## src/rtl/mem_access_unit.sv

```systemverilog
`default_nettype none
//==============================================================================
// Module   : mem_access_unit
// Brief    : MEM-stage load/store initiator on a halfword memory port; byte
//            stores are done as read-modify-write.
// Options  : ALIGN_CHECK_EN - odd-address halfword requests are accepted but
//            dropped, and o_Misaligned pulses for one cycle.
// Revision : 1.0 - initial release
//==============================================================================
module mem_access_unit #(
    parameter int ADDR_WIDTH = 16,
    parameter int DATA_WIDTH = 16
) (
    input  logic                  clk,
    input  logic                  rst,
    input  logic                  i_Req_Valid,
    input  logic                  i_Req_Write,
    input  logic                  i_Req_Byte,
    input  logic                  i_Req_Signed,
    input  logic [ADDR_WIDTH-1:0] i_Req_Address,
    input  logic [DATA_WIDTH-1:0] i_Req_Data,
    output logic                  o_Busy,
    output logic                  o_Load_Valid,
    output logic [DATA_WIDTH-1:0] o_Load_Data,
    output logic                  o_Sig_MemRead,
    output logic                  o_Sig_MemWrite,
    output logic [ADDR_WIDTH-1:0] o_Address,
    output logic [DATA_WIDTH-1:0] o_Write_Data,
    input  logic [DATA_WIDTH-1:0] i_Read_Data
`ifdef ALIGN_CHECK_EN
    ,
    output logic                  o_Misaligned
`endif
);

    localparam int c_BYTE_W = 8;

    typedef enum logic [1:0] {
        ST_IDLE    = 2'd0,
        ST_RD      = 2'd1,
        ST_RD_WAIT = 2'd2,
        ST_WR      = 2'd3
    } state_t;

    state_t                r_state;
    state_t                w_state_next;

    logic [ADDR_WIDTH-1:0] r_addr;
    logic [DATA_WIDTH-1:0] r_data;
    logic                  r_write;
    logic                  r_byte;
    logic                  r_signed;
    logic [c_BYTE_W-1:0]   r_rmw_byte;
    logic                  r_load_valid;
    logic [DATA_WIDTH-1:0] r_load_data;

    logic                  w_accept;
    logic                  w_misaligned;
    logic [c_BYTE_W-1:0]   w_load_byte;
    logic [DATA_WIDTH-1:0] w_load_fmt;

    assign w_accept = i_Req_Valid && (r_state == ST_IDLE);

`ifdef ALIGN_CHECK_EN
    assign w_misaligned = ~i_Req_Byte & i_Req_Address[0];
`else
    assign w_misaligned = 1'b0;
`endif

    // Big-endian: the addressed byte sits in the upper lane of the halfword.
    assign w_load_byte = i_Read_Data[DATA_WIDTH-1 -: c_BYTE_W];

    always_comb begin
        w_load_fmt = i_Read_Data;
        if (r_byte) begin
            if (r_signed) begin
                w_load_fmt = {{(DATA_WIDTH-c_BYTE_W){w_load_byte[c_BYTE_W-1]}}, w_load_byte};
            end else begin
                w_load_fmt = {{(DATA_WIDTH-c_BYTE_W){1'b0}}, w_load_byte};
            end
        end
    end

    always_comb begin
        w_state_next = r_state;
        case (r_state)
            ST_IDLE: begin
                if (w_accept && !w_misaligned) begin
                    // Byte stores read first so the neighbouring byte can be written back.
                    if (!i_Req_Write || i_Req_Byte) begin
                        w_state_next = ST_RD;
                    end else begin
                        w_state_next = ST_WR;
                    end
                end
            end
            ST_RD:      w_state_next = ST_RD_WAIT;
            ST_RD_WAIT: w_state_next = r_write ? ST_WR : ST_IDLE;
            ST_WR:      w_state_next = ST_IDLE;
            default:    w_state_next = ST_IDLE;
        endcase
    end

    always_ff @(posedge clk) begin
        if (rst) begin
            r_state      <= ST_IDLE;
            r_addr       <= '0;
            r_data       <= '0;
            r_write      <= 1'b0;
            r_byte       <= 1'b0;
            r_signed     <= 1'b0;
            r_rmw_byte   <= '0;
            r_load_valid <= 1'b0;
            r_load_data  <= '0;
        end else begin
            r_state      <= w_state_next;
            r_load_valid <= 1'b0;
            if (w_accept) begin
                r_addr   <= i_Req_Address;
                r_data   <= i_Req_Data;
                r_write  <= i_Req_Write;
                r_byte   <= i_Req_Byte;
                r_signed <= i_Req_Signed;
            end
            if (r_state == ST_RD_WAIT) begin
                if (r_write) begin
                    r_rmw_byte <= i_Read_Data[c_BYTE_W-1:0];
                end else begin
                    r_load_data  <= w_load_fmt;
                    r_load_valid <= 1'b1;
                end
            end
        end
    end

`ifdef ALIGN_CHECK_EN
    logic r_misaligned;

    always_ff @(posedge clk) begin
        if (rst) begin
            r_misaligned <= 1'b0;
        end else begin
            r_misaligned <= w_accept & w_misaligned;
        end
    end

    assign o_Misaligned = r_misaligned;
`endif

    // Memory-side outputs are pure decodes of the registered state.
    always_comb begin
        o_Sig_MemRead  = 1'b0;
        o_Sig_MemWrite = 1'b0;
        o_Address      = '0;
        o_Write_Data   = '0;
        case (r_state)
            ST_RD: begin
                o_Sig_MemRead = 1'b1;
                o_Address     = r_addr;
            end
            ST_WR: begin
                o_Sig_MemWrite = 1'b1;
                o_Address      = r_addr;
                o_Write_Data   = r_byte ? {r_data[c_BYTE_W-1:0], r_rmw_byte} : r_data;
            end
            default: begin
                o_Sig_MemRead  = 1'b0;
                o_Sig_MemWrite = 1'b0;
            end
        endcase
    end

    assign o_Busy       = (r_state != ST_IDLE);
    assign o_Load_Valid = r_load_valid;
    assign o_Load_Data  = r_load_data;

endmodule
`default_nettype wire

```

## config.mk

```make
export PLATFORM = sky130hd
export DESIGN_NAME = mem_access_unit
export DESIGN_NICKNAME = d
export VERILOG_FILES = /design/src/rtl/mem_access_unit.sv
export SDC_FILE = /design/constraint.sdc
export NUM_CORES = 1
export LEC_CHECK = 0
export CAP_MARGIN = 15
export CORE_ASPECT_RATIO = 1.75
export CORE_MARGIN = 1.5
export CORE_UTILIZATION = 44
export DETAILED_ROUTE_END_ITERATION = 10
export PLACE_DENSITY = 0.77
export SLEW_MARGIN = 20
export SYNTH_ARGS = -nofsm -noshare
export SYNTH_HDL_FRONTEND = slang
export SYNTH_SLANG_ARGS = --single-unit
```

## constraint.sdc

```tcl
create_clock -name clk -period 1.66 [get_ports clk]
set_input_delay 0.415 -clock clk [delete_from_list [all_inputs] [get_ports clk]]
set_output_delay 0.415 -clock clk [all_outputs]
set_load 0.02 [all_outputs]
```

==> impl_metrics.ini, run 1 <==
[status]
status = finished with violations
failed_checks = negative setup slack

[floorplanning]
initial_core_util_pct = 45.2
die_w_microns = 63.2
rows = 38
ioPinCount = 106
die_h_microns = 108
die_area_sq_um = 6850
core_area_sq_um = 6180

[global_route]
grt_pass1_wl_microns = 10800
grt_pass1_vias = 2279
grt_use_total_pct = 20.5
grt-ovfl-total = 0
grt_max_degree = 40
grt_antenna_before_repair = 0

[synthesis]
synth_nets = 337
syn_area_per_cell_sq_um = 9.86
synth_seq_area_share_pct = 44.5
ys_ff_latch = 62
synth_edf_count = 0
yosysMostFrequentCell = nor2_1
synthDistinctLibCells = 23
synth_area_sq_um = 2790
yosysTopAreaCell = dfxtp_1
synthArstFlopShare_pct = 0
synth_flop_cell = dfxtp_1
synth_cells = 283
yosysTopAreaCellShare_pct = 44.5
synthTopCellsByCount = nor2_1, mux2i_1, dfxtp_1
ys_top_cells_by_area = dfxtp_1, mux2i_1, nor2_1
ys_warn_count = 0

[critical_path]
critPathCaptureType = output pin
cpLargestDelayFamily = flip-flops
critPathArrivalTime_ps = 1310
worst-path-buf-inv = 2
worst-path-max-fanout = 6
r2r_slack_ps = 180
path_class = register to output pin
critPathRequiredTime_ps = 1240
critPathSlowestCell = dfxtp_4
startpoint_type = register
slowest_delay_ps = 400
crit_chain = buf_6 > mux2i_1 > nor2_1 > buf_4

[placement]
place.gp.congestion = 0.786
numPortBuffers = 105
placed_area_sq_um = 3920
hpwlAfterDp_microns = 4940
post-place-cells = 462
pre_cts_slack_ps = -155

[drt]
wl_microns = 6860
wire_per_inst_microns = 14.3
first_iter_violations = 97
drc = 0
drt_first_pass_iters = 4
num_vias = 2328
post_drt_via_cell_ratio = 4.86
detail-route-antenna-nets = 0

[timing]
max_freq_mhz = 579
timing.hold.ws_ps = 379
tns_ps = -549
finalCriticalPeriod_ps = 1730
setup_slack_ps = -67.5
fin_worst_skew_ps = 8.86
rsz0062_at_grt = yes
period_share_pct = 104
finalHoldViolCount = 0
worstMarginPinSlew_ps = 306
relSlewSlack_pct = 79.6
setup_viol = 15
slew_violations = 0

[job]
maxCapViolations = 0

[clocking]
cts_root_buf = clkbuf_8
cts_tree = yes
cts_htree_levels = 3
numCtsBuffers = 9
cts.sinks = 62
cts.path.max_buffers = 2
clk-insertion-delay-late_ps = 340
clkSlewWorstSetupHoldPaths_ps = 70
ctsHoldBuffers = 0

[cells_and_area]
antenna_cells = 0
final_layout_size_suffix_gt1_share_pct = 20.3
syn_to_final_growth_pct = 43.1
final_area_sq_um = 4000
final_cells = 479
nets = 448

[power_and_ir_drop]
p_leak_nw = 1.78
p_per_area_nw_per_um2 = 973
ir_drop_mv = 0.647

[hold_path]
min_path_type = input pin to register
[state kept, by name, indices dropped and copies added (netlist names)]
register	cells
o_Load_Data	16
o_Load_Valid	1
r_addr	16
r_byte	1
r_data	16
r_rmw_byte	8
r_signed	1
r_state	2
r_write	1
[repair_timing]
item / in CTS / in global routing
pin swaps: 0 / 2
buffers inserted: 0 / 1
gates resized for setup: 168 / 6
setup endpoints to repair: 52 / 16
[power breakdown]
group / internal, W / switching [W] / total [W] / leakage [nW]
Combinational: 0.000402 / 0.000379 / 0.000781 / 1.16
Sequential: 0.00160 / 0.0000674 / 0.00167 / 0.509
Clock: 0.000882 / 0.000556 / 0.00144 / 0.110
Total: 0.00289 / 0.00100 / 0.00389 / 1.78
[final timing paths]
path	cells past startpoint	endpoint	start
max	4	o_Write_Data[6]	r_byte
min	2	r_addr[3]	rst
max reg2reg	4	o_Load_Data[13]	r_state[1]
min reg2reg	2	o_Load_Data[15]	o_Load_Data[15]
[cells by family after synthesis]
group	share of synthesized area, %
AOI/OAI and AO/OA	6.36
buffers and inverters	6.59
DFF	44.5
muxes	24.0
and+or+nand+nor	18.6
[metal layers]
metal / wire length [microns] / up-vias / share of wire [%] / global-route usage, %
li1: - / 1168 / - / -
met1: 2670 / 1066 / 39 / 21.5
met2: 3690 / 73 / 54 / 38.5
met3: 253 / 21 / 3.7 / 2.71
met4: 240 / 0 / 3.5 / 12.0
met5: 0 / - / 0 / 0
[layout make-up]
cell class	count	area, sq um
Sequential cell	62	1250
Clock buffer	12	145
Timing Repair Buffer	122	1040
Inverter	3	11.3
Fill cell	540	2190
Tap cell	80	100
Multi-Input combinational cell	196	1380
Clock inverter	4	70.1
[cell usage in the layout, fill, tap and decap left out, types with 10 or more instances in the layout]
cell / instances
dfxtp_1: 60
dlygate4sd2_1: 17
mux2i_1: 66
clkdlybuf4s50_1: 52
and2_1: 16
buf_2: 30
clkbuf_8: 10
a211oi_1: 10
nor2_1: 75
buf_4: 18
[per-stage QoR]
| step | util, % | total power (W) |
|---|---|---|
| after global routing | 64.6 | 0.00407 |
| after floorplan | - | 0.00219 |
| after CTS | 64.3 | 0.00391 |
| final | 64.6 | 0.00389 |
| after detailed placement | 63.4 | 0.00252 |
| after global placement | 63.4 | 0.00250 |
No activity file was read; power rests on OpenSTA's default activity.
==> run 2: changes to the inputs <==
--- a/config.mk
+++ b/config.mk
@@ -8,9 +8,10 @@
 export CAP_MARGIN = 15
 export CORE_ASPECT_RATIO = 1.75
 export CORE_MARGIN = 1.5
-export CORE_UTILIZATION = 44
+export CORE_UTILIZATION = 45
+export CTS_BUF_LIST = sky130_fd_sc_hd__clkbuf_4 sky130_fd_sc_hd__clkbuf_8
 export DETAILED_ROUTE_END_ITERATION = 10
-export PLACE_DENSITY = 0.77
+export PLACE_DENSITY = 0.79
 export SLEW_MARGIN = 20
 export SYNTH_ARGS = -nofsm -noshare
 export SYNTH_HDL_FRONTEND = slang
==> impl_metrics.ini, run 2 (synthesis gave the netlist of run 1 again) <==
[floorplanning]
die_w_microns = 62.5
initial_core_util_pct = 47.1
rows = 37
die_area_sq_um = 6700
die_h_microns = 107
ioPinCount = 106
core_area_sq_um = 5930

[cells_and_area]
n_fill_cell = 546
finalCoreUtilization_pct = 67.4
final_common_cell = nor2_1
final_layout_size_suffix_gt1_share_pct = 20.8
ff_latch_area_sq_um = 1250
multi_input_comb_area_sq_um = 1390
final_cell_mix = nor2_1, mux2i_1, dfxtp_1
syn_to_final_growth_pct = 43.0
nets = 445

[drt]
post_drt_via_cell_ratio = 4.97
wire_per_inst_microns = 15.1
wl_microns = 7160
first_iter_violations = 84
detail-route-antenna-nets = 0
drc = 0
drt_first_pass_iters = 4
num_vias = 2358

[global_route]
grt_max_degree = 63
grt_pass1_vias = 2193
grt_use_total_pct = 21.7
grt_pass1_wl_microns = 11200
grt-ovfl-total = 0
grt_antenna_before_repair = 1

[status]
status = finished with violations
failed_checks = negative setup slack

[job]
maxCapViolations = 0

[power_and_ir_drop]
finalPower_w = 0.00373
p_leak_nw = 1.77
p_per_area_nw_per_um2 = 935
ir_drop_mv = 0.557

[timing]
relSlewSlack_pct = 80.8
rsz0062_at_grt = yes
slew_violations = 0
finalCriticalPeriod_ps = 1690
period_share_pct = 102
max_freq_mhz = 591
setup_viol = 8
fin_worst_skew_ps = 6.49
setup_slack_ps = -31.7
finalHoldViolCount = 0
worstMarginPinSlew_ps = 288

[clocking]
clk-insertion-delay-late_ps = 330
cts_tree = yes
cts_htree_levels = 3
ctsHoldBuffers = 0
cts_root_buf = clkbuf_8
cts.path.max_buffers = 2
clkSlewWorstSetupHoldPaths_ps = 70
numCtsBuffers = 9
cts.sinks = 62

[critical_path]
critPathArrivalTime_ps = 1280
worst-path-max-fanout = 8
critPathCaptureType = output pin
startpoint_type = register
path_class = register to output pin
critPathRequiredTime_ps = 1240

[placement]
numPortBuffers = 105
hpwlAfterDp_microns = 4840
place.gp.congestion = 0.759

[hold_path]
min_path_type = register to register
run 2: layer usage:
layer / track usage [%] / routed length [microns] / vias to the layer above
met5: 0 / 0 / -
met4: 12.9 / 234 / 0
met3: 3.67 / 264 / 13
met2: 38.2 / 3940 / 70
met1: 24.1 / 2720 / 1111
li1: - / - / 1164
run 2: power breakdown:
| part | internal (W) | switching [W] | leakage (nW) | total (W) |
|---|---|---|---|---|
| Sequential | 0.00160 | 0.0000668 | 0.509 | 0.00167 |
| Clock | 0.000716 | 0.000560 | 0.100 | 0.00128 |
| Combinational | 0.000406 | 0.000383 | 1.16 | 0.000788 |
run 2: what timing repair did:
item                       4_1_cts  5_1_grt
pin swaps                        0        1
resized for setup              161       20
buffers inserted                 1        0
setup endpoints to repair       52       29
cloned                           2        0
run 2: worst paths after layout:
path,startpoint,endpoint,slack [ps],cells past startpoint
setup / recovery,r_byte,o_Write_Data[1],-30,4
hold / removal,o_Load_Data[15],o_Load_Data[15],460,2
setup reg to reg,r_state[0],o_Load_Data[8],80,5
hold reg to reg,o_Load_Data[15],o_Load_Data[15],460,2
run 2: per-stage QoR:
| step | std cells | area, sq um | hold slack (ps) | TNS (ps) | worst slack (ps) |
|---|---|---|---|---|---|
| 2_1_floorplan | 283 | 2790 | 452 | -60.6 | -6.74 |
| 3_3_place_gp | 456 | 3910 | 452 | -5520 | -127 |
| 3_5_place_dp | 456 | 3910 | 457 | -6480 | -165 |
| 4_1_cts | 474 | 4080 | 465 | -1020 | -123 |
| 5_1_grt | 474 | 3990 | 481 | -930 | -85.9 |
| 6_report | 474 | 3990 | 459 | -137 | -31.7 |
run 2: area by class of cell:
type	instances	area share [%]
diodes	1	0.0627
clock buffers	11	3.48
clock inverters	4	1.22
inverters	3	0.282
multi-input cells	196	34.8
flip-flops and latches	62	31.3
well taps	78	2.45
repair buffers	119	26.4
run 2: critical path, cell delays in order (launching register included):
cell	delay, ps
dfxtp_4	370
buf_12	140
mux2i_2	230
nor2_2	70
buf_6	130
